--- src/rtl/kyber_polyop_scheduler_if.sv ---
// -----------------------------------------------------------------------------
// kyber_polyop_scheduler_if
//   Bundles the requester handshake, the operand/result BRAM strobes and the
//   add/sub datapath hookup of the poly add/sub scheduler.
//   slave  : the scheduler side (takes requests and dp_result, drives the rest)
//   master : the Enc/Dec FSM + BRAM + datapath side
// Signals
//   req_valid/req_sub/req_a_base/req_b_base/req_w_base : per-requester job request
//   grant/done/busy                                   : arbitration status
//   rd_en/a_rd_addr/b_rd_addr                          : shared A/B read port
//   dp_sub/dp_result                                   : datapath op select / result
//   wr_en/wr_addr/wr_data                              : result write port
// -----------------------------------------------------------------------------
interface kyber_polyop_scheduler_if #(
  parameter int NREQ = 4,
  parameter int AW   = 8,
  parameter int DW   = 128
);
  logic [NREQ-1:0]    req_valid;
  logic [NREQ-1:0]    req_sub;
  logic [NREQ*AW-1:0] req_a_base;
  logic [NREQ*AW-1:0] req_b_base;
  logic [NREQ*AW-1:0] req_w_base;
  logic [NREQ-1:0]    grant;
  logic [NREQ-1:0]    done;
  logic               busy;
  logic               rd_en;
  logic [AW-1:0]      a_rd_addr;
  logic [AW-1:0]      b_rd_addr;
  logic               dp_sub;
  logic [DW-1:0]      dp_result;
  logic               wr_en;
  logic [AW-1:0]      wr_addr;
  logic [DW-1:0]      wr_data;

  modport slave (
    input  req_valid, req_sub, req_a_base, req_b_base, req_w_base, dp_result,
    output grant, done, busy, rd_en, a_rd_addr, b_rd_addr, dp_sub,
           wr_en, wr_addr, wr_data
  );

  modport master (
    output req_valid, req_sub, req_a_base, req_b_base, req_w_base, dp_result,
    input  grant, done, busy, rd_en, a_rd_addr, b_rd_addr, dp_sub,
           wr_en, wr_addr, wr_data
  );
endinterface

--- src/rtl/kyber_polyop_scheduler.sv ---
// -----------------------------------------------------------------------------
// kyber_polyop_scheduler
//   Shares one coefficient-wise poly add/sub datapath among NREQ requesters
//   (0 EncBp0, 1 EncBp1, 2 EncV, 3 DecMp). A granted job streams WORDS packed
//   words from operand BRAMs A and B, registers the datapath result into the
//   output BRAM and pulses done for the requester.
// Ports
//   clk  : clock, all logic on posedge
//   rst  : synchronous reset, active-high (aborts any job, no done)
//   bus  : kyber_polyop_scheduler_if.slave (requests, BRAM ports, datapath)
// Build option
//   KYBER_SCHED_RR_EN : round-robin arbitration with a rotating pointer.
//                       Undefined: fixed priority, lowest index wins.
// -----------------------------------------------------------------------------
module kyber_polyop_scheduler #(
  parameter int NREQ   = 4,
  parameter int AW     = 8,
  parameter int DW     = 128,
  parameter int WORDS  = 32,
  parameter int RD_LAT = 1
) (
  input  logic                     clk,
  input  logic                     rst,
  kyber_polyop_scheduler_if.slave  bus
);

  localparam int IW = (NREQ  > 1) ? $clog2(NREQ)  : 1;
  localparam int KW = (WORDS > 1) ? $clog2(WORDS) : 1;

  typedef enum logic [1:0] {
    ST_IDLE,
    ST_ISSUE,
    ST_DRAIN,
    ST_DONE
  } state_t;

  state_t            state_reg, state_next;
  logic [IW-1:0]     gidx_reg;
  logic [IW-1:0]     win_idx;
  logic              sub_reg;
  logic [AW-1:0]     a_base_reg, b_base_reg, w_base_reg;
  logic [KW-1:0]     k_reg;      // read word index
  logic [KW-1:0]     wk_reg;     // write word index
  logic [RD_LAT-1:0] vpipe_reg;  // rd_en delayed to line up with BRAM data
  logic              wr_en_reg;
  logic [AW-1:0]     wr_addr_reg;
  logic [DW-1:0]     wr_data_reg;
  logic              any_req;
  logic              in_job;

  logic [AW-1:0] a_base_arr [NREQ];
  logic [AW-1:0] b_base_arr [NREQ];
  logic [AW-1:0] w_base_arr [NREQ];

  genvar gi;
  generate
    for (gi = 0; gi < NREQ; gi++) begin : g_slice
      assign a_base_arr[gi] = bus.req_a_base[gi*AW +: AW];
      assign b_base_arr[gi] = bus.req_b_base[gi*AW +: AW];
      assign w_base_arr[gi] = bus.req_w_base[gi*AW +: AW];
    end
  endgenerate

  assign any_req = |bus.req_valid;

  // ---------------------------------------------------------------------------
  // Arbitration
  // ---------------------------------------------------------------------------
`ifdef KYBER_SCHED_RR_EN
  logic [IW-1:0] ptr_reg;
  logic [IW:0]   cand;

  // Walk offsets from far to near so the requester closest to ptr wins.
  always_comb begin
    win_idx = '0;
    cand    = '0;
    for (int i = NREQ - 1; i >= 0; i--) begin
      cand = {1'b0, ptr_reg} + (IW+1)'(i);
      if (cand >= (IW+1)'(NREQ)) begin
        cand = cand - (IW+1)'(NREQ);
      end
      if (bus.req_valid[cand[IW-1:0]]) begin
        win_idx = cand[IW-1:0];
      end
    end
  end

  always_ff @(posedge clk) begin
    if (rst) begin
      ptr_reg <= '0;
    end else if (state_reg == ST_DONE) begin
      ptr_reg <= (gidx_reg == IW'(NREQ - 1)) ? '0 : gidx_reg + IW'(1);
    end
  end
`else
  always_comb begin
    win_idx = '0;
    for (int i = NREQ - 1; i >= 0; i--) begin
      if (bus.req_valid[i]) begin
        win_idx = IW'(i);
      end
    end
  end
`endif

  // ---------------------------------------------------------------------------
  // FSM next state
  // ---------------------------------------------------------------------------
  always_comb begin
    state_next = state_reg;
    case (state_reg)
      ST_IDLE:  if (any_req)                  state_next = ST_ISSUE;
      ST_ISSUE: if (k_reg == KW'(WORDS - 1))  state_next = ST_DRAIN;
      // Reads still in flight inside the BRAM keep us here; the final
      // registered write lands in the same cycle we leave.
      ST_DRAIN: if (vpipe_reg == '0)          state_next = ST_DONE;
      ST_DONE:                                state_next = ST_IDLE;
      default:                                state_next = ST_IDLE;
    endcase
  end

  // ---------------------------------------------------------------------------
  // State, job latches, read counter and write pipe
  // ---------------------------------------------------------------------------
  always_ff @(posedge clk) begin
    if (rst) begin
      state_reg   <= ST_IDLE;
      gidx_reg    <= '0;
      sub_reg     <= 1'b0;
      a_base_reg  <= '0;
      b_base_reg  <= '0;
      w_base_reg  <= '0;
      k_reg       <= '0;
      wk_reg      <= '0;
      vpipe_reg   <= '0;
      wr_en_reg   <= 1'b0;
      wr_addr_reg <= '0;
      wr_data_reg <= '0;
    end else begin
      state_reg <= state_next;

      if (state_reg == ST_IDLE) begin
        if (any_req) begin
          gidx_reg   <= win_idx;
          sub_reg    <= bus.req_sub[win_idx];
          a_base_reg <= a_base_arr[win_idx];
          b_base_reg <= b_base_arr[win_idx];
          w_base_reg <= w_base_arr[win_idx];
        end
        k_reg  <= '0;
        wk_reg <= '0;
      end else if (state_reg == ST_ISSUE) begin
        k_reg <= k_reg + KW'(1);
      end

      vpipe_reg[0] <= (state_reg == ST_ISSUE);
      for (int i = 1; i < RD_LAT; i++) begin
        vpipe_reg[i] <= vpipe_reg[i-1];
      end

      // The pipe tail is high exactly when dp_result reflects word wk_reg.
      wr_en_reg <= vpipe_reg[RD_LAT-1];
      if (vpipe_reg[RD_LAT-1]) begin
        wr_data_reg <= bus.dp_result;
        wr_addr_reg <= w_base_reg + AW'(wk_reg);
        wk_reg      <= wk_reg + KW'(1);
      end
    end
  end

  // ---------------------------------------------------------------------------
  // Outputs
  // ---------------------------------------------------------------------------
  assign in_job = (state_reg == ST_ISSUE) || (state_reg == ST_DRAIN);

  generate
    for (gi = 0; gi < NREQ; gi++) begin : g_onehot
      assign bus.grant[gi] = in_job && (gidx_reg == IW'(gi));
      assign bus.done[gi]  = (state_reg == ST_DONE) && (gidx_reg == IW'(gi));
    end
  endgenerate

  assign bus.busy      = (state_reg != ST_IDLE);
  assign bus.rd_en     = (state_reg == ST_ISSUE);
  // Address adders wrap modulo 2^AW by construction.
  assign bus.a_rd_addr = bus.rd_en ? a_base_reg + AW'(k_reg) : '0;
  assign bus.b_rd_addr = bus.rd_en ? b_base_reg + AW'(k_reg) : '0;
  assign bus.dp_sub    = bus.busy & sub_reg;
  assign bus.wr_en     = wr_en_reg;
  assign bus.wr_addr   = wr_addr_reg;
  assign bus.wr_data   = wr_data_reg;

endmodule

--- src/flat_wrapper.sv ---
// flat-port wrapper written by rule: the top's interface ports become plain ports
module kyber_polyop_scheduler_flat 
#(
  parameter int NREQ   = 4,
  parameter int AW     = 8,
  parameter int DW     = 128,
  parameter int WORDS  = 32,
  parameter int RD_LAT = 1
)
  (clk, rst, bus_req_valid, bus_req_sub, bus_req_a_base, bus_req_b_base, bus_req_w_base, bus_dp_result, bus_grant, bus_done, bus_busy, bus_rd_en, bus_a_rd_addr, bus_b_rd_addr, bus_dp_sub, bus_wr_en, bus_wr_addr, bus_wr_data);
  kyber_polyop_scheduler_if #(.NREQ(NREQ), .AW(AW), .DW(DW)) bus_i ();
  input  logic clk;
  input  logic rst;
  input wire logic [$bits(bus_i.req_valid)-1:0] bus_req_valid;
  input wire logic [$bits(bus_i.req_sub)-1:0] bus_req_sub;
  input wire logic [$bits(bus_i.req_a_base)-1:0] bus_req_a_base;
  input wire logic [$bits(bus_i.req_b_base)-1:0] bus_req_b_base;
  input wire logic [$bits(bus_i.req_w_base)-1:0] bus_req_w_base;
  input wire logic [$bits(bus_i.dp_result)-1:0] bus_dp_result;
  output wire logic [$bits(bus_i.grant)-1:0] bus_grant;
  output wire logic [$bits(bus_i.done)-1:0] bus_done;
  output wire logic [$bits(bus_i.busy)-1:0] bus_busy;
  output wire logic [$bits(bus_i.rd_en)-1:0] bus_rd_en;
  output wire logic [$bits(bus_i.a_rd_addr)-1:0] bus_a_rd_addr;
  output wire logic [$bits(bus_i.b_rd_addr)-1:0] bus_b_rd_addr;
  output wire logic [$bits(bus_i.dp_sub)-1:0] bus_dp_sub;
  output wire logic [$bits(bus_i.wr_en)-1:0] bus_wr_en;
  output wire logic [$bits(bus_i.wr_addr)-1:0] bus_wr_addr;
  output wire logic [$bits(bus_i.wr_data)-1:0] bus_wr_data;
  assign bus_i.req_valid = bus_req_valid;
  assign bus_i.req_sub = bus_req_sub;
  assign bus_i.req_a_base = bus_req_a_base;
  assign bus_i.req_b_base = bus_req_b_base;
  assign bus_i.req_w_base = bus_req_w_base;
  assign bus_i.dp_result = bus_dp_result;
  assign bus_grant = bus_i.grant;
  assign bus_done = bus_i.done;
  assign bus_busy = bus_i.busy;
  assign bus_rd_en = bus_i.rd_en;
  assign bus_a_rd_addr = bus_i.a_rd_addr;
  assign bus_b_rd_addr = bus_i.b_rd_addr;
  assign bus_dp_sub = bus_i.dp_sub;
  assign bus_wr_en = bus_i.wr_en;
  assign bus_wr_addr = bus_i.wr_addr;
  assign bus_wr_data = bus_i.wr_data;
  kyber_polyop_scheduler #(.NREQ(NREQ), .AW(AW), .DW(DW), .WORDS(WORDS), .RD_LAT(RD_LAT)) u_core (.clk(clk), .rst(rst), .bus(bus_i));
endmodule
--- config.mk ---
export PLATFORM = sky130hd
export DESIGN_NAME = kyber_polyop_scheduler_flat
export DESIGN_NICKNAME = d
export VERILOG_FILES = /design/src/rtl/kyber_polyop_scheduler_if.sv /design/src/rtl/kyber_polyop_scheduler.sv /design/src/flat_wrapper.sv
export SDC_FILE = /design/constraint.sdc
export NUM_CORES = 1
export LEC_CHECK = 0
export ABC_CLOCK_PERIOD_IN_PS = 1700
export BUFFER_PORTS_ARGS = -buffer_cell sky130_fd_sc_hd__buf_4
export CAP_MARGIN = 20
export CORE_AREA = 2 2 154 156
export CTS_CLUSTER_SIZE = 10
export DETAILED_ROUTE_END_ITERATION = 10
export DIE_AREA = 0 0 156 158
export PLACE_DENSITY = 0.76
export RECOVER_POWER = 100
export SYNTH_ARGS = -nofsm -noshare
export SYNTH_HDL_FRONTEND = slang
export SYNTH_SLANG_ARGS = --single-unit
--- constraint.sdc ---
create_clock -name clk -period 1.7 [get_ports clk]
set_input_delay 0.255 -clock clk [delete_from_list [all_inputs] [get_ports clk]]
set_output_delay 0.255 -clock clk [all_outputs]
set_load 0.01 [all_outputs]
==> impl_results.rst, run 1 <==
.. list-table::
   :header-rows: 1

   * - Metric
     - Value
   * - Total of max-cap violations
     - 0
   * - Maximum vdd drop
     - between 0.4 and 0.5 mV
   * - Clock tree root driver cell
     - clkbuf_16
   * - Die outline width
     - 156 um
   * - Peak clock frequency supported by timing
     - 437 MHz
   * - H-tree lvl count
     - 4
   * - Number of max-slew violations in the final report
     - 0
   * - Number of fillers in the final layout
     - between 2k and 2.5k
   * - Clock latency on the worst-skew pair
     - between 0.4 and 0.5 ns
   * - Average detailed-routed wire length per instance
     - around 17 um
   * - Hold Crit Start
     - bus_dp_result[65]
   * - CP endpoint kind
     - output pin
   * - Via-to-Cell Ratio
     - just under 5
   * - P_sw
     - between 5 and 6 mW
   * - Critical path data arrival time
     - 2.03 ns
   * - IO Port Bufs
     - around 400
   * - Starting Density
     - between 30% and 40%
   * - Post-synthesis to final-layout area growth
     - 49.9%
   * - PnR worst setup slack
     - -0.589 ns
   * - Global routing usage summed across all routing layers
     - between 10% and 20%
   * - Sort of element at the start of the critical path
     - flop
   * - Max_slew headroom
     - about 50%
   * - Share of cells above drive strength 1
     - between 30 and 40%
   * - Buffer depth of the longest clock path
     - 2
   * - Sinks on the clock net
     - between 150 and 200
   * - Comb pwr share
     - 36.4%
   * - Switching fraction of total power
     - between 30% and 40%
   * - Number of search-and-repair iterations in the first detailed-routing pass
     - 5
   * - Synth area leader
     - dfxtp_1
   * - Max FFs per register
     - roughly 130
   * - Slowest cell on the critical path
     - dfxtp_2
   * - N_diodes
     - 0
   * - Final-stage net count
     - about 1.5k
   * - Overall die area
     - 24600 um2
   * - Int Pwr
     - 9.58 mW
   * - Via count of the first global-routing pass
     - 7393
   * - Endpoints failing hold
     - 0
   * - Launch point of the worst reg-to-reg path
     - u_core.k_reg[0]
   * - Violated checks
     - setup timing
   * - Tcrit/Tclk final
     - 135%
   * - Total Wirelength
     - 26.1 mm
   * - Area inside the core boundary
     - ~23000 um2
   * - Post-Route Skew
     - ~0.007 ns
   * - CTS Hold Buffers Added
     - 0
   * - Global-route wire length before repair
     - 38.3 mm
   * - Io pins
     - approximately 400
   * - Yosys Warn Count
     - 0
   * - Least-Margin Pin Slew
     - ~0.75 ns
   * - Cell Area, Synth
     - approximately 8000 um2
   * - Die height
     - around 160 um
   * - Final Wtd Congestion
     - approximately 0.84
   * - Worst setup path start
     - u_core.k_reg[0]
   * - Post-Synthesis Net Count
     - between 1k and 1.5k
   * - DRC errors left
     - 0
   * - Flip-flop and latch count after synthesis
     - between 150 and 200
   * - Most instantiated flip-flop cell in the synthesis netlist
     - dfxtp_1
   * - Initial detailed-routing violation count
     - ~420
   * - Peak fanout along the critical path
     - 3
   * - TritonCTS clock tree
     - built
   * - Min-delay worst type
     - in2reg
   * - Cells along the critical path
     - ha_2 > fa_2 > a21o_1 > a21boi_2 > nor3_1 > o21a_1 > buf_4
   * - Async S/R FF share, synth
     - 0%
   * - Average size of a mapped cell
     - roughly 9.4 um2
   * - Clock Power Share
     - between 20% and 30%
   * - Initial antenna violation count
     - 0
   * - Final core utilization
     - between 50% and 60%
   * - Time the worst path needs with I/O delays and setup
     - about 2.3 ns
   * - Number of buffers added by the clock tree synthesis step
     - 17
   * - Post-synth EDFFs
     - 0
   * - Proportion of netlist area held by the largest area contributor
     - roughly 44%
   * - Data required time at the worst endpoint
     - about 1.4 ns
   * - Dominant cells by area after synthesis
     - dfxtp_1 (44%), mux2i_1 (17%), nor2_1 (7.5%), ha_1 (3.4%), o211a_1 (3.1%)
   * - Placed wire-length estimate after detailed placement
     - between 20 and 25 mm
   * - Result of the run
     - complete, but fails checks
   * - Static leakage
     - 5.20 nW
   * - Post-synthesis cell type count
     - 51
   * - Cell count after synthesis
     - around 850
   * - Delay of the slowest cell on the worst path
     - around 0.35 ns
   * - Maximum number of pins on one net before global-route repair
     - 65
   * - Worst Setup Path Type
     - reg2out
   * - Unrepaired setup endpoints after global routing
     - true
   * - Remaining antenna violation count after routing
     - 0
   * - Pre-CTS worst setup slack
     - -0.175 ns
   * - Share of synthesized area occupied by flip-flops and latches
     - around 44%
   * - Grt ovf
     - 0
   * - Std-Cell Rows
     - 56
   * - Power density of the placed cells
     - roughly 1200 nW/um2
   * - Setup-failing EPs final
     - 24
   * - Reg power frac
     - a little over a third
   * - Vias after detailed routing
     - just under 8k
   * - Clk slew on worst S/H paths
     - 0.07 ns
[critical path, delay by kind of cell (launching register included)]
kind                       cells  cell delay, ns
AOI/OAI and AO/OA              3            0.52
adders and majority gates      2            0.54
buffers and inverters          1            0.14
DFF                            1            0.35
and+or+nand+nor                1            0.06
[metal layers]
layer  wire (um)  track usage, %  vias to the layer above
met3        1850            5.09                       31
met4         546            5.85                        0
met2       13100            36.5                      307
li1            -               -                     3821
met1       10600            22.7                     3553
met5           0               0                        -
[through the flow]
stage	total power [mW]	setup TNS [ns]	instances	instance area (um2)	hold WS [ns]
final	14.8	-8.02	1579	12000	0.0671
after floorplan	8.38	-0.0175	853	8020	0.402
after CTS	15.4	-7.04	1578	12400	0.0367
after detailed placement	11.0	-1.14	1542	11600	0.444
after global placement	10.9	-0.917	1542	11600	0.442
after global routing	15.7	-13.31	1579	12000	0.0439
[power groups by stage]
stage	Clock (mW)	Combinational, mW	Sequential [mW]
3_3_place_gp	0	5.46	5.42
5_1_grt	4.29	5.88	5.49
3_5_place_dp	0	5.55	5.46
2_1_floorplan	0	2.82	5.57
6_report	4.01	5.39	5.41
4_1_cts	4.14	5.84	5.39
[what timing repair did]
action / in CTS / in global routing
endpoints found under the hold margin: 0 / 0
buffers inserted: 6 / 3
resized for setup: 50 / 30
pin swaps: 17 / 19
gates cloned: 0 / 0
endpoints found under the setup margin: 31 / 28
[placed cells by master, fill, tap and decap left out, types with 4 or more instances in the layout]
cell type  count
a211oi_1       4
a21o_1         6
a21oi_1        7
a31oi_1        4
buf_4        302
buf_6         17
clkbuf_1     137
clkbuf_16     17
clkinv_8       5
dfxtp_1      167
dfxtp_2        7
ha_1          14
ha_4           6
inv_1          9
mux2i_1      133
nand2_1       57
nand2b_1       6
nand3_1        6
nor2_1       156
nor3_1        11
nor3b_1        5
o2111ai_1      5
o211a_1       25
o211ai_1       4
o21a_1         4
o21ai_0       35
o21ai_1        9
o21ai_2       12
o22ai_1       25
xnor2_1        7
xor2_1         5
[worst paths after layout]
check                      endpoint  slack (ns)  cells past startpoint
min reg2reg    u_core.b_base_reg[2]        0.47                      2
max                bus_a_rd_addr[6]       -0.59                      7
max reg2reg     u_core.state_reg[1]       -0.08                      9
min          u_core.bus.wr_data[65]        0.07                      3
[cell type report]
class | count | area, um2 | area share [%]
Timing Repair Buffer | 462 | 3050 | 25.5
Clock buffer | 17 | 425 | 3.55
Clock inverter | 15 | 194 | 1.62
Inverter | 15 | 56.3 | 0.470
Tap cell | 290 | 363 | 3.03
Multi-Input combinational cell | 603 | 4320 | 36.1
Sequential cell | 177 | 3560 | 29.8
[kinds of logic after synthesis]
kind of cell / Yosys count / synth area share, %
AOI/OAI and AO/OA: 157 / 13.8
xor gates and xnor gates: 15 / 1.64
buffers and inverters: 73 / 4.68
and+or+nand+nor: 273 / 14.7
muxes: 133 / 16.7
adders and majority gates: 25 / 4.20
DFF: 177 / 44.3
[Yosys cell counts, types with 3 or more instances]
master	count
inv_1	11
a21oi_1	12
o211ai_1	4
nor3_1	13
buf_4	5
o21ai_1	8
o21ai_2	12
o2111ai_1	5
xnor2_1	10
buf_6	6
o22ai_1	25
buf_2	29
or4_1	3
a211oi_1	5
xor2_1	5
ha_1	22
dfxtp_1	177
nand4_1	3
nand2_1	59
clkinv_1	3
fa_1	3
nor3b_1	5
o21ai_0	36
clkbuf_1	15
mux2i_1	133
nor2_1	159
o211a_1	25
nand2b_1	6
and3_1	5
and2_1	4
o21a_1	4
a31oi_1	4
nand3_1	8
a21o_1	6
buf_1	3
Power figures use the tool's default switching activity.
==> run 2, diff against run 1 <==
Settings changed: CELL_PAD_IN_SITES_DETAIL_PLACEMENT set to 1, CELL_PAD_IN_SITES_GLOBAL_PLACEMENT set to 1, CORE_AREA 2 2 154 156 to 2 2 167 169, DIE_AREA 0 0 156 158 to 0 0 169 171, PLACE_DENSITY 0.76 to 0.86.
==> run 2 against run 1 <==
  * The run still ends with setup timing left
  * Critical endpoint unchanged
  * Critical path type unchanged
  * Via count grew 6.3%
  * Sequential share of layout area is 1.5 points lower
  * Largest cell class unchanged
  * Die area grew 17%
==> impl_results.rst, run 2 (same netlist as run 1, synthesis figures left out) <==
.. list-table::
   :header-rows: 1

   * - Metric
     - Value
   * - Min-delay worst type
     - in2reg
   * - Slowest cell on the critical path
     - fa_2
   * - Number of cells traversed by the worst hold path
     - 3
   * - Final Wtd Congestion
     - 0.917
   * - Result of the run
     - complete, but fails checks
   * - Initial detailed-routing violation count
     - 402
   * - Time the worst path needs with I/O delays and setup
     - approximately 2.3 ns
   * - Total Wirelength
     - roughly 32 mm
   * - Worst Setup Path Type
     - reg2out
   * - Maximum vdd drop
     - approximately 0.69 mV
   * - Unrepaired setup endpoints after global routing
     - true
   * - Buf/Inv on CP
     - 2
   * - Max FFs per register
     - 128
   * - Sum of internal, switching and leakage power
     - about 16 mW
   * - Critical path data arrival time
     - 2.08 ns
   * - Starting Density
     - a little under 30%
   * - Data required time at the worst endpoint
     - between 1 and 1.5 ns
   * - Grt ovf
     - 0
   * - Post-Route Skew
     - 0.00932 ns
   * - Number of max-slew violations in the final report
     - 0
   * - Number of search-and-repair iterations in the first detailed-routing pass
     - 7
   * - Worst setup path start
     - u_core.k_reg[1]
   * - Vias after detailed routing
     - 8196
   * - CP endpoint kind
     - output pin
   * - Crit path depth
     - 7
   * - Violated checks
     - setup timing
   * - Overall die area
     - 28900 um2
   * - Setup-failing EPs final
     - between 60 and 70
   * - Area of all sequential standard cells
     - 3570 um2
   * - Most frequent cells in the layout
     - buf_4 (301), dfxtp_1 (166), nor2_1 (153)
   * - Maximum number of pins on one net before global-route repair
     - 69
   * - Sinks on the clock net
     - roughly 180
   * - Delay of the slowest cell on the worst path
     - roughly 0.40 ns
   * - Via-to-Cell Ratio
     - about 5
   * - Peak clock frequency supported by timing
     - between 400 and 500 MHz
   * - Placed wire-length estimate after detailed placement
     - 22.9 mm
   * - Critical path's top delay family
     - compound AO/OA/AOI/OAI gates
   * - DRC errors left
     - 0
   * - PnR worst setup slack
     - -0.637 ns
   * - Least-Margin Pin Slew
     - 0.894 ns
   * - Share of cells above drive strength 1
     - 36.5%
   * - Max_slew headroom
     - around two fifths
   * - CTS Hold Buffers Added
     - 0
   * - Die outline width
     - around 170 um
   * - Initial antenna violation count
     - 1
   * - Global-route wire length before repair
     - about 46 mm
   * - Tcrit/Tclk final
     - 137%
   * - Launch point of the worst reg-to-reg path
     - u_core.k_reg[1]
   * - Area of the multi-input gates
     - 4550 um2
   * - Number of placed instances, taps included
     - about 1.6k
   * - Cells along the critical path
     - buf_12 > fa_2 > a21o_1 > a21boi_2 > nor3_1 > o21a_1 > buf_6
   * - Global routing usage summed across all routing layers
     - between 20% and 30%
   * - Peak fanout along the critical path
     - 4
   * - Area inside the core boundary
     - 27300 um2
   * - Final core utilization
     - around 46%
   * - Post-synthesis to final-layout area growth
     - 58.2%
   * - IO Port Bufs
     - about 400
   * - Std-Cell Rows
     - 61
   * - Pre-CTS worst setup slack
     - -0.253 ns
   * - Die height
     - about 170 um
   * - Hold Crit Start
     - bus_dp_result[43]
   * - TritonCTS clock tree
     - built
   * - Number of fillers in the final layout
     - 3162
   * - H-tree lvl count
     - 4
   * - Clock tree root driver cell
     - clkbuf_16
   * - Clk slew on worst S/H paths
     - 0.07 ns
   * - Average detailed-routed wire length per instance
     - between 15 and 20 um
   * - Static leakage
     - ~5.4 nW
   * - Total of max-cap violations
     - 0
   * - Endpoints failing hold
     - 0
   * - Sort of element at the start of the critical path
     - flop
   * - Number of buffers added by the clock tree synthesis step
     - 17
   * - Final-stage net count
     - roughly 1.6k
   * - Via count of the first global-routing pass
     - about 8.6k
   * - N_diodes
     - 0
   * - Clock latency on the worst-skew pair
     - between 0.4 and 0.5 ns
   * - Io pins
     - approximately 400
   * - Buffer depth of the longest clock path
     - 2
   * - Leading cell type in the layout, fill and taps excluded
     - buf_4
   * - Cell depth of the worst flop-to-flop path
     - 10
   * - Min Hold Slack
     - about 0.060 ns
   * - Power density of the placed cells
     - ~1300 nW/um2
   * - Remaining antenna violation count after routing
     - 0
   * - Non-filler cells in the finished layout
     - approximately 1.7k
-- run 2: final cells by class --
cell class | instances | area share (%)
Tap cell | 346 | 3.42
Multi-Input combinational cell | 604 | 36.0
Sequential cell | 177 | 28.2
Inverter | 15 | 0.524
Clock inverter | 14 | 1.59
Timing Repair Buffer | 487 | 26.8
Clock buffer | 17 | 3.36
-- run 2: final timing paths --
path | to | slack, ns
max | bus_a_rd_addr[6] | -0.64
min | u_core.bus.wr_data[43] | 0.06
max reg2reg | u_core.state_reg[1] | -0.42
min reg2reg | u_core.w_base_reg[4] | 0.47
-- run 2: per-stage QoR --
step / setup TNS [ns] / cell area [um2]
4_1_cts: -7.93 / 12700
3_3_place_gp: -2.38 / 11600
3_5_place_dp: -6.69 / 11600
5_1_grt: -19.25 / 12600
2_1_floorplan: -0.0175 / 8020
6_report: -12.29 / 12600
-- run 2: power breakdown --
group / switching, mW / internal [mW]
Combinational: 3.34 / 3.19
Clock: 1.81 / 2.48
Sequential: 0.611 / 4.90
-- run 2: metal layers --
| layer | up-vias | global-route usage, % | part of all wire (%) |
|---|---|---|---|
| met5 | - | 0 | 0 |
| met4 | 0 | 8.62 | 3.3 |
| met3 | 73 | 4.95 | 6.9 |
| met2 | 358 | 39.4 | 52 |
| met1 | 3895 | 21.4 | 38 |
| li1 | 3870 | - | - |
-- run 2: timing repair --
item,in CTS,in global routing
setup endpoints to repair,52,38
hold endpoints to repair,0,0
gates resized for setup,70,90
buffers inserted,13,22
pin swaps,24,49
gates cloned,1,1
-- run 2: tightest hold or removal path, delay by kind of cell --
kind                   cells  cell delay, ns
buffers and inverters      1            0.08
and+or+nand+nor            1            0.07
muxes                      1            0.05
==> run 3, diff against run 2 <==
Settings changed: ABC_CLOCK_PERIOD_IN_PS 1700 to 2160, CORE_AREA 2 2 167 169 to 2 2 159 161, DIE_AREA 0 0 169 171 to 0 0 161 163, PLACE_DENSITY 0.86 to 0.89.
Clock period 1.7 ns to 2.16 ns, I/O delays scaled along.
==> run 3 against run 2 <==
  * The flow still finishes with violations (setup timing)
  * Sequential share of layout area grew 2.4 points
  * Clock skew up 0.0018 ns
  * Power fell by 30%
  * Final area down 7.8%
  * Setup slack improved by 0.35 ns
  * Routed wire length is 8.7% lower
  * Hold slack better by 0.077 ns
  * First-iteration DRC count fell by 19%
  * Clock-buffer cell count is the same
  * Final cell count decreased by 4.7%
  * Critical endpoint is now bus_a_rd_addr[5]
==> impl_results.rst, run 3 (same netlist as run 1, synthesis figures left out) <==
.. list-table::
   :header-rows: 1

   * - Metric
     - Value
   * - Number of max-slew violations in the final report
     - 0
   * - Clock latency on the worst-skew pair
     - ~0.42 ns
   * - IO Port Bufs
     - between 300 and 400
   * - Initial detailed-routing violation count
     - 324
   * - Io pins
     - between 300 and 400
   * - Via count of the first global-routing pass
     - between 8k and 9k
   * - Worst Hold Path EP
     - u_core.bus.wr_data[21]
   * - Worst Setup Path Type
     - reg2out
   * - R2R Path End
     - u_core.bus.wr_data[16]
   * - Hold Crit Start
     - bus_dp_result[21]
   * - Average detailed-routed wire length per instance
     - between 15 and 20 um
   * - Post-Route Skew
     - 0.0111 ns
   * - DRC errors left
     - 0
   * - Delay of the slowest cell on the worst path
     - 0.38 ns
   * - TritonCTS clock tree
     - built
   * - N_diodes
     - 0
   * - Via-to-Cell Ratio
     - around 4.9
   * - Starting Density
     - 32.4%
   * - Tcrit/Tclk final
     - 113%
   * - Least-Margin Pin Slew
     - around 1.4 ns
   * - H-tree lvl count
     - 4
   * - Number of placed instances, taps included
     - roughly 1.5k
   * - Total Wirelength
     - around 30 mm
   * - Final Wtd Congestion
     - 0.827
   * - Most frequent cells in the layout
     - buf_4 (266), dfxtp_1 (167), nor2_1 (156)
   * - Global routing usage summed across all routing layers
     - a little over a fifth
   * - Die height
     - roughly 160 um
   * - Final-stage net count
     - 1498
   * - Critical path data arrival time
     - ~2.1 ns
   * - Data required time at the worst endpoint
     - 1.84 ns
   * - Share of cells above drive strength 1
     - between 20% and 30%
   * - Overall die area
     - approximately 26000 um2
   * - Clk slew on worst S/H paths
     - 0.08 ns
   * - Static leakage
     - around 4.9 nW
   * - Total of max-cap violations
     - 0
   * - Cells along the critical path
     - inv_1 > ha_4 > clkbuf_1 > nand2_1 > nor3_2 > a31oi_1 > nand4_1 > buf_4
   * - CP endpoint kind
     - output pin
   * - Endpoints failing hold
     - 0
   * - Global-route wire length before repair
     - ~44 mm
   * - Setup-failing EPs final
     - 81
   * - Sinks on the clock net
     - approximately 180
   * - Min Hold Slack
     - approximately 0.14 ns
   * - Number of cells traversed by the worst hold path
     - 3
   * - Placed wire-length estimate after detailed placement
     - 22.1 mm
   * - Peak clock frequency supported by timing
     - 409 MHz
   * - Launch point of the worst reg-to-reg path
     - u_core.vpipe_reg
   * - CTS Hold Buffers Added
     - 0
   * - Pre-CTS worst setup slack
     - approximately 0.0017 ns
   * - Buffer depth of the longest clock path
     - 2
   * - Cell depth of the worst flop-to-flop path
     - 3
   * - Peak fanout along the critical path
     - 8
   * - Sum of internal, switching and leakage power
     - between 10 and 15 mW
   * - Number of search-and-repair iterations in the first detailed-routing pass
     - 4
   * - Maximum number of pins on one net before global-route repair
     - around 110
   * - Unrepaired setup endpoints after global routing
     - true
   * - Grt ovf
     - 0
   * - Std-Cell Rows
     - 58
   * - Slowest cell on the critical path
     - clkbuf_1
   * - Post-synthesis to final-layout area growth
     - 45.8%
   * - Area inside the core boundary
     - 24700 um2
   * - Min-delay worst type
     - in2reg
   * - Vias after detailed routing
     - 7783
   * - Violated checks
     - setup timing
   * - Final core utilization
     - 47.2%
   * - Flop-to-flop setup slack
     - -0.17 ns
   * - Time the worst path needs with I/O delays and setup
     - approximately 2.4 ns
   * - Sort of element at the start of the critical path
     - flop
   * - Number of fillers in the final layout
     - roughly 2.9k
   * - PnR worst setup slack
     - -0.283 ns
   * - Power density of the placed cells
     - 974 nW/um2
   * - Non-filler cells in the finished layout
     - 1582
   * - Remaining antenna violation count after routing
     - 0
   * - Result of the run
     - complete, but fails checks
   * - Die outline width
     - around 160 um
   * - Initial antenna violation count
     - 0
   * - Number of buffers added by the clock tree synthesis step
     - 17
   * - Max FFs per register
     - approximately 130
   * - Max_slew headroom
     - under 10%
   * - Leading cell type in the layout, fill and taps excluded
     - buf_4
   * - Maximum vdd drop
     - 0.414 mV
   * - Clock tree root driver cell
     - clkbuf_16
## run 3: cell count changes in the layout (fill, tap and decap cells not counted), sizes merged
cell      previous run  this run
clkbuf             156       164
inv                 17        18
nor3                15        14
clkinv               6        11
clkinvlp             2         1
bufinv               4         0
buf                348       278
## run 3: worst max path at each step
stage                     cells past startpoint               end  slack [ns]                start
after detailed placement                      6  bus_b_rd_addr[5]       0.002      u_core.k_reg[1]
after global routing                          8  bus_a_rd_addr[5]       -0.37  u_core.state_reg[1]
after CTS                                     7  bus_b_rd_addr[4]       -0.24      u_core.k_reg[0]
after floorplan                               6  bus_a_rd_addr[6]        0.22      u_core.k_reg[0]
final                                         8  bus_a_rd_addr[5]       -0.28  u_core.state_reg[1]
after global placement                        7  bus_b_rd_addr[6]        0.08      u_core.k_reg[0]
## run 3: final cells by class
type                    count  area [um2]  area share [%]
flip-flops and latches    177        3570            30.6
clock inverters            15         166            1.43
clock buffers              17         425            3.65
well taps                 330         413            3.54
multi-input cells         603        4310            37.0
repair buffers            425        2710            23.3
inverters                  15        57.6           0.494
## run 3: routing by layer
layer  wire length [um]  vias to the layer above  share of wire (%)  GRT usage [%]
li1                   -                     3743                  -              -
met5                  0                        -                  0              0
met3               1830                       46                6.2           4.91
met4                965                        0                3.3           9.21
met2              15100                      289                 51           39.3
met1              11500                     3705                 39           23.4
## run 3: through the flow
step | cell area, um2 | TNS, ns
floorplan | 7990 | 0
global placement | 11200 | 0
detailed placement | 11200 | 0
CTS | 12100 | -1.38
global route | 11700 | -24.57
finish | 11700 | -5.74
## run 3: timing repair
item / in CTS / in global routing
pin swaps: 22 / 19
gates resized for setup: 48 / 18
setup endpoints to repair: 12 / 14
setup buffers: 8 / 6
## run 3: power by group
| group | switching [mW] | internal [mW] | leakage, nW |
|---|---|---|---|
| Combinational | 2.11 | 1.79 | 3.20 |
| Clock | 1.51 | 1.55 | 0.290 |
| Sequential | 0.549 | 3.85 | 1.45 |
## run 3: worst max-delay path: cells and delay by family (launching register included)
kind            cells  cell delay (ns)
fa+ha+maj           1             0.21
buf+inv             3             0.63
compound gates      1             0.06
flops               1             0.36
simple gates        3             0.43
